`src/rtl/i2c_scl_phase_gen.sv`:
```
// i2c_scl_phase_gen: programmable SCL phase generator for an I2C master.
// Walks SCL through four quarter-period phases and emits a one-cycle strobe
// on entry to each. Supports slave clock stretching with an optional timeout,
// and a fast start that goes straight to the first sample point.
module i2c_scl_phase_gen #(
  parameter int          DIV_W       = 16,
  parameter int          SYNC_STAGES = 2,
  parameter int          STRETCH_W   = 20,
  parameter int unsigned STRETCH_MAX = 0
) (
  input  logic             clk,
  input  logic             rst_n,
  input  logic             scl_en,
  input  logic [DIV_W-1:0] div_cfg,
  input  logic             scl_in,
  output logic             scl_low_o,
  output logic             tick_fall,
  output logic             tick_drive,
  output logic             tick_rise,
  output logic             tick_sample,
  output logic             stretch_o,
  output logic             stretch_timeout,
  output logic             busy
);
  localparam int QW    = DIV_W - 2;
  localparam bit TO_EN = (STRETCH_MAX != 0);

  typedef enum logic [2:0] {
    S_IDLE, S_LOW1, S_LOW2, S_HWAIT, S_HIGH1, S_HIGH2, S_FAULT
  } state_t;

  state_t                 r_state;
  logic                   r_en_d;
  logic [QW-1:0]          r_q;
  logic [QW-1:0]          r_cnt;
  logic [STRETCH_W-1:0]   r_str;
  logic [SYNC_STAGES-1:0] r_sync;

  logic [QW-1:0]        w_q_raw;
  logic [QW-1:0]        w_q_cfg;
  logic                 w_q_done;
  logic                 w_scl_sync;
  logic [STRETCH_W-1:0] w_str_nxt;
  logic                 w_timeout;

  // Quarter period from the config, clamped so each phase lasts >= 2 cycles.
  assign w_q_raw    = div_cfg[DIV_W-1:2];
  assign w_q_cfg    = (w_q_raw < QW'(2)) ? QW'(2) : w_q_raw;
  // Phase counter is loaded with 1 on entry, so a phase lasts exactly r_q cycles.
  assign w_q_done   = (r_cnt == r_q);
  assign w_scl_sync = r_sync[SYNC_STAGES-1];
  assign w_str_nxt  = (&r_str) ? r_str : r_str + 1'b1;
  assign w_timeout  = TO_EN && (w_str_nxt >= STRETCH_W'(STRETCH_MAX));

  // SCL pad synchroniser; resets to 1 (released bus).
  always_ff @(posedge clk or negedge rst_n) begin
    if (!rst_n) r_sync <= '1;
    else        r_sync <= {r_sync[SYNC_STAGES-2:0], scl_in};
  end

  // Phase FSM with registered outputs; a scl_en drop overrides everything.
  always_ff @(posedge clk or negedge rst_n) begin
    if (!rst_n) begin
      r_state         <= S_IDLE;
      r_en_d          <= 1'b0;
      r_q             <= '0;
      r_cnt           <= '0;
      r_str           <= '0;
      scl_low_o       <= 1'b0;
      tick_fall       <= 1'b0;
      tick_drive      <= 1'b0;
      tick_rise       <= 1'b0;
      tick_sample     <= 1'b0;
      stretch_o       <= 1'b0;
      stretch_timeout <= 1'b0;
      busy            <= 1'b0;
    end else begin
      r_en_d          <= scl_en;
      tick_fall       <= 1'b0;
      tick_drive      <= 1'b0;
      tick_rise       <= 1'b0;
      tick_sample     <= 1'b0;
      stretch_timeout <= 1'b0;
      if (r_state != S_IDLE && !scl_en) begin
        r_state   <= S_IDLE;
        scl_low_o <= 1'b0;
        stretch_o <= 1'b0;
        busy      <= 1'b0;
      end else begin
        case (r_state)
          S_IDLE: begin
            if (scl_en && !r_en_d) begin
              // Fast start: jump straight to the sample point.
              r_state     <= S_HIGH2;
              r_q         <= w_q_cfg;
              r_cnt       <= QW'(1);
              tick_sample <= 1'b1;
              busy        <= 1'b1;
            end
          end
          S_HIGH2: begin
            if (w_q_done) begin
              // Period boundary: pick up a new rate here only.
              r_state   <= S_LOW1;
              r_q       <= w_q_cfg;
              r_cnt     <= QW'(1);
              tick_fall <= 1'b1;
              scl_low_o <= 1'b1;
            end else r_cnt <= r_cnt + 1'b1;
          end
          S_LOW1: begin
            if (w_q_done) begin
              r_state    <= S_LOW2;
              r_cnt      <= QW'(1);
              tick_drive <= 1'b1;
            end else r_cnt <= r_cnt + 1'b1;
          end
          S_LOW2: begin
            if (w_q_done) begin
              r_state   <= S_HWAIT;
              r_str     <= '0;
              tick_rise <= 1'b1;
              scl_low_o <= 1'b0;
              stretch_o <= 1'b1;
            end else r_cnt <= r_cnt + 1'b1;
          end
          S_HWAIT: begin
            // Phase counter frozen while a slave may be holding SCL low.
            r_str <= w_str_nxt;
            if (w_scl_sync) begin
              r_state   <= S_HIGH1;
              r_cnt     <= QW'(1);
              stretch_o <= 1'b0;
            end else if (w_timeout) begin
              r_state         <= S_FAULT;
              stretch_o       <= 1'b0;
              stretch_timeout <= 1'b1;
            end
          end
          S_HIGH1: begin
            if (w_q_done) begin
              r_state     <= S_HIGH2;
              r_cnt       <= QW'(1);
              tick_sample <= 1'b1;
            end else r_cnt <= r_cnt + 1'b1;
          end
          S_FAULT: begin
            // Parked with SCL released until scl_en drops.
            scl_low_o <= 1'b0;
          end
          default: begin
            r_state   <= S_IDLE;
            scl_low_o <= 1'b0;
            stretch_o <= 1'b0;
            busy      <= 1'b0;
          end
        endcase
      end
    end
  end
endmodule

```
`config.mk`:
```
export PLATFORM = sky130hd
export DESIGN_NAME = i2c_scl_phase_gen
export DESIGN_NICKNAME = d
export VERILOG_FILES = /design/src/rtl/i2c_scl_phase_gen.sv
export SDC_FILE = /design/constraint.sdc
export NUM_CORES = 1
export LEC_CHECK = 0
export CORE_MARGIN = 5
export CORE_UTILIZATION = 58
export CTS_BUF_LIST = sky130_fd_sc_hd__clkbuf_4 sky130_fd_sc_hd__clkbuf_8
export CTS_CLUSTER_SIZE = 8
export DETAILED_ROUTE_END_ITERATION = 10
export PLACE_DENSITY = 0.82
export SLEW_MARGIN = 20
export SYNTH_ARGS = -nofsm -noshare
export SYNTH_HDL_FRONTEND = slang
export SYNTH_SLANG_ARGS = --single-unit
```
`constraint.sdc`:
```
create_clock -name clk -period 2.7 [get_ports clk]
set_input_delay 0.27 -clock clk [delete_from_list [all_inputs] [get_ports clk]]
set_output_delay 0.27 -clock clk [all_outputs]
set_load 0.02 [all_outputs]
```
**After elaboration in Yosys (flattened, before gate mapping)**

Cells that the tools add are included.

- Flip-flop bits (word level): 41
- Bits in latches: 0
- Memory bits (writable): 0
- Memory bits (read-only): 0
- Output and inout bits: 8
- Word-level logic and storage cells: 91
- Memories: 0

- Add/subtract/negate cells: 1
- $mul: 0
- Divide/modulo/power cells: 0
- Order comparisons: 1
- Equal/unequal tests: 21
- Shift-type cells: 0
- Muxes and demuxes: 37
- Bitwise logic cells: 1
- Reductions and logical operators: 18

Operators with widths:

| cell | number |
|---|---|
| $mux 14 | 7 |
| $pmux 14 s4 | 1 |
| $pmux 14 s2 | 1 |
| $mux 3 | 7 |
| $pmux 3 s7 | 1 |
| $ne 3x3->1 const B | 6 |
| $mux 1 | 16 |
| $add 14x1->14 const B | 1 |
| $eq 14x14->1 | 1 |
| $lt 14x2->1 const B | 1 |
| $ne 2x2->1 const B | 5 |
| $eq 3x3->1 const B | 3 |
| $reduce_and 7->1 | 1 |
| $eq 3x2->1 const B | 2 |
| $ne 2x1->1 const B | 3 |
| $pmux 1 s3 | 2 |
| $reduce_and 3->1 | 2 |
| $reduce_or 6->1 | 1 |
| $reduce_and 5->1 | 1 |
| $reduce_or 5->1 | 1 |
| $pmux 1 s2 | 2 |
| $reduce_and 4->1 | 1 |
| $reduce_bool 4->1 | 1 |
| $reduce_or 4->1 | 1 |
| other kinds (9) | 11 |

**Longest topological paths before layout**

- Depth after elaboration: 5
- Mapped depth: 8

**Worst setup path after synthesis**

No wires, ideal clock.

- Kind: register -> register
- From: register r_cnt[2]
- To: register r_q[10]
- Setup time: 0.125 ns
- Arrival time: 1.775 ns
- Data required time: 2.575 ns
- Setup slack: 0.800 ns
- Cell stages (with the launch flop): 9
- Clock period less this slack: 1.900 ns
- Cells stage by stage: dfrtp_1 buf_6 xor2_2 nor4_2 and4_1 buf_6 a31oi_4 buf_6 mux2_4

- Word-level cells in the longest chain between the ends: 3

Ends and longest elaborated chain:

| what | RTL line | RTL |
|---|---|---|
| from (decl) | 35 | `logic [QW-1:0] r_cnt;` |
| from (signal assigned) | 109 | `end else r_cnt <= r_cnt + 1'b1;` |
| from (signal assigned) | 116 | `end else r_cnt <= r_cnt + 1'b1;` |
| from (signal assigned) | 125 | `end else r_cnt <= r_cnt + 1'b1;` |
| $eq 14x14->1 | 50 | `assign w_q_done = (r_cnt == r_q);` |
| $ne 2x2->1 (no source line) | n/a |  |
| $reduce_and 4->1 (no source line) | n/a |  |
| to (signal assigned) | 95 | `r_q <= w_q_cfg;` |
| to (signal assigned) | 105 | `r_q <= w_q_cfg;` |
| to (decl) | 34 | `logic [QW-1:0] r_q;` |

Every way passes these cells.
A chain may end at the register's enable or synchronous reset.

**Final worst setup path**

- From: register r_state[0]
- To: register r_cnt[13]

- Word-level cells in the longest chain between the ends: 4
- Elaborated cells on any way between the ends: 16
- Those cells by class: eq/ne: 8; mux: 1; bitwise: 1; reduce/logical: 6

Ends and longest elaborated chain:

| what | RTL line | RTL |
|---|---|---|
| from (decl) | 32 | `state_t r_state;` |
| from (signal assigned) | 64 | `r_state <= S_IDLE;` |
| from (signal assigned) | 85 | `r_state <= S_IDLE;` |
| from (signal assigned) | 94 | `r_state <= S_HIGH2;` |
| $eq 3x3->1, or another cell as far along | 90 | `case (r_state)` |
| $reduce_or 3->1 (no source line) or $logic_and 1x1->1 (tied branches) | n/a |  |
| $reduce_bool 4->1 (no source line) or $not 1->1 (tied branches) | n/a |  |
| $reduce_and 5->1 (no source line) | n/a |  |

Several ways; a longest one is shown, not always the timed one.

==> key figures <==
Cells and area
  • Area Growth Syn to Fin: 14.0%
  • Nets: roughly 290
  • Ratio of cells with drive above 1 in the final layout: 13.6%
  • Diode count: 0
  • Fill count: 336
  • Finished Layout Cells: between 300 and 400
  • Finished Cell Area: 2770 um^2
  • Util after Layout: between 60% and 70%

Synth
  • Ranking of synthesized cells by area: dfrtp_1 (40%), mux2_4 (5.6%), xor2_1 (4.7%), o21ai_0 (3.9%), nand3_1 (3.5%)
  • Area leader, netlist: dfrtp_1
  • Netlist cell types: 50
  • Top post-synthesis cells by count: dfrtp_1 (39), nand2_1 (19), o21ai_0 (19)
  • Mean Syn Cell Area: 9.84 um^2
  • Syn Std Cell Area: roughly 2400 um^2
  • Yosys warns: 0
  • Primary FF master, synth: dfrtp_1
  • Seq/Total Area, Yosys: between 40% and 50%
  • Asr flop ratio synth: 100%
  • Most frequent cell after synthesis: dfrtp_1
  • Syn_nets: about 270
  • Synth Instances: 247
  • EDFF count, synth: 0
  • Top cell type's share of synthesized area: approximately 40%
  • Yosys reg bits: 41

Clocking
  • Sink Count: 41
  • Clk buf depth: 2
  • Clk_lat worst skew: 290 ps
  • CTS Hold Bufs: 0
  • Clock-pin slew on the worst setup and hold paths: roughly 80 ps
  • CTS tree: done
  • Post_cts resized: 0
  • CTS root buf: clkbuf_8
  • Post-CTS Setup Inserts: 0
  • H-tree levels: 2
  • Cts bufs inserted: 5

Die
  • Initial Utilization: between 60 and 70%
  • Die area: around 5600 um^2
  • Ports: 28
  • Die X: roughly 75 um
  • DIE HEIGHT: between 70 and 80 um
  • Site Rows: 23
  • Core ar.: 4030 um^2

Drt
  • 1st-pass router iterations: 5
  • Initial detailed-routing violation count: roughly 170
  • Final ANT Viol Nets: 0
  • Vias per Instance: 6.08
  • DRT Wirelength: roughly 5000 um
  • Vias post-DR: 1914
  • DRC Markers: 0
  • Drt wl/cell: 15.5 um

Hold path
  • Hold crit path type: input port to async pin

STA
  • Achievable frequency: approximately 450 MHz
  • Final setup violation count: 0
  • Normalized max-slew margin: approximately 42%
  • Final period util: between 80% and 90%
  • Fin Setup TNS: 0 ps
  • Unrepaired setup endpoints after global routing: no
  • Tightest Pin Transition: roughly 900 ps
  • Post-layout worst setup margin: ~500 ps
  • Final hold vios: 0
  • Tmin final: approximately 2200 ps
  • Clock skew: 5.94 ps
  • Final Slew Violations: 0

Worst setup path
  • Delay-heaviest family, CP: simple AND/OR/NAND/NOR gates
  • Crit Path Max Fanout: 17
  • Slowest stage cell, crit path: dfrtp_1
  • WS Path Type: register to register
  • Crit path capture type: register
  • Worst Path Required: between 2000 and 3000 ps
  • Data arrival time of the worst path: ~2400 ps
  • Worst path max stage delay: about 590 ps
  • CP bufs+invs: 0
  • Crit-path cells: nor3b_4, o21ai_1, or4_1, a21oi_1, a211o_1
  • Startpoint types: register

Global route
  • Initial antenna violation count: 0
  • GRT Util Overall: 19.3%
  • Largest net degree at the start of global routing: 42
  • Number of global-route vias before repair: approximately 1700
  • First-pass GRT wire length: ~8300 um
  • Gr ovfl total: 0

Placed design
  • Post-DP Area: roughly 2700 um^2
  • Buffers on Ports: 24
  • Pre-CTS setup slack: 466 ps
  • Inst Count DP: between 300 and 400
  • Placed wire-length estimate: 3530 um
  • GP Congestion: roughly 0.87

Power and ir drop
  • Power Density: between 700 and 800 nW/um^2
  • Leakage: around 1.2 nW
  • IR Drop Worst-Case VDD: 409 uV

Run status
  • Outcome: complete, no violations

Flow run
  • # Max-Cap Violations: 0
## worst paths after layout
check | endpoint | from | cells past startpoint | slack (ps)
worst max-delay path | r_cnt[13]$_DFFE_PN0P_ | r_state[0]$_DFFE_PN0P_ | 5 | 500
worst max register to register | r_cnt[13]$_DFFE_PN0P_ | r_state[0]$_DFFE_PN0P_ | 5 | 500
min in group clk | r_sync[1]$_DFF_PN1_ | r_sync[0]$_DFF_PN1_ | 0 | 360
max in group asynchronous | r_cnt[7]$_DFFE_PN0P_ | rst_n | 1 | 2050
worst min-delay path | r_q[12]$_DFFE_PN0P_ | rst_n | 1 | 90
worst min register to register | r_sync[1]$_DFF_PN1_ | r_sync[0]$_DFF_PN1_ | 0 | 360
## routing by layer
metal | vias to the layer above | global-route usage [%] | wire [um]
li1 | 946 | - | -
met1 | 900 | 27.6 | 2250
met2 | 59 | 29.0 | 2270
met3 | 9 | 4.54 | 309
met4 | 0 | 6.32 | 61
met5 | - | 0 | 0
## cell type report
cell class	count	area [um^2]	area share, %
clock buffers	7	90.1	3.25
clock inverters	1	30.0	1.08
inverters	4	15.0	0.542
multi-input cells	185	1290	46.5
flip-flops and latches	41	1030	37.1
well taps	50	62.6	2.26
repair buffers	27	258	9.30
## stage by stage
step / hold WS (ps) / power [W]
after floorplan: -25.6 / 0.00149
after global placement: 346 / 0.00163
after global routing: 173 / 0.00232
after CTS: 133 / 0.00218
final: 94.2 / 0.00217
after detailed placement: 348 / 0.00167
## kinds of logic after synthesis
| group | share of synthesized area [%] |
|---|---|
| DFF | 42.3 |
| buffers and inverters | 4.73 |
| adders and majority gates | 0.515 |
| AOI/OAI and AO/OA | 15.8 |
| muxes | 8.29 |
| xor gates and xnor gates | 5.35 |
| and+or+nand+nor | 22.9 |
| other | 0.154 |
## placed cells by master, fill, tap and decap left out, types with 3 or more instances in the layout
master	netlist	layout
a31oi_1	6	6
o21ai_0	19	19
clkbuf_8	0	6
buf_4	1	3
inv_1	4	4
o311ai_0	6	6
and2_1	3	3
and4_1	4	4
clkdlybuf4s50_1	0	23
xor2_1	13	13
nor4_1	3	3
mux2_4	9	9
nor4_2	3	3
nor2b_1	4	4
nor3_1	12	12
a21oi_1	7	7
mux2_2	5	5
nand4_1	5	5
dfrtp_1	39	39
and3_1	8	8
nand3_1	17	17
nor2_1	9	9
nand2_1	19	19
## flip-flops by register name, indices dropped and copies added (netlist names), 2 cells and up
signal / flops
r_q: 14
r_cnt: 14
r_sync: 2
r_state: 3
## worst reg2reg max path, stage by stage, from the launching register on
cell and delay [ps]:
dfrtp_1 590, nor3b_4 480, o21ai_1 250, or4_1 550, a21oi_1 170, a211o_1 110
## where the power goes
part | internal, W | total [W] | switching, W | leakage (nW)
logic | 0.000336 | 0.000612 | 0.000276 | 0.621
clock network | 0.000311 | 0.000513 | 0.000201 | 0.0619
registers | 0.000787 | 0.00105 | 0.000261 | 0.502
No activity file was read; power rests on OpenSTA's default activity.
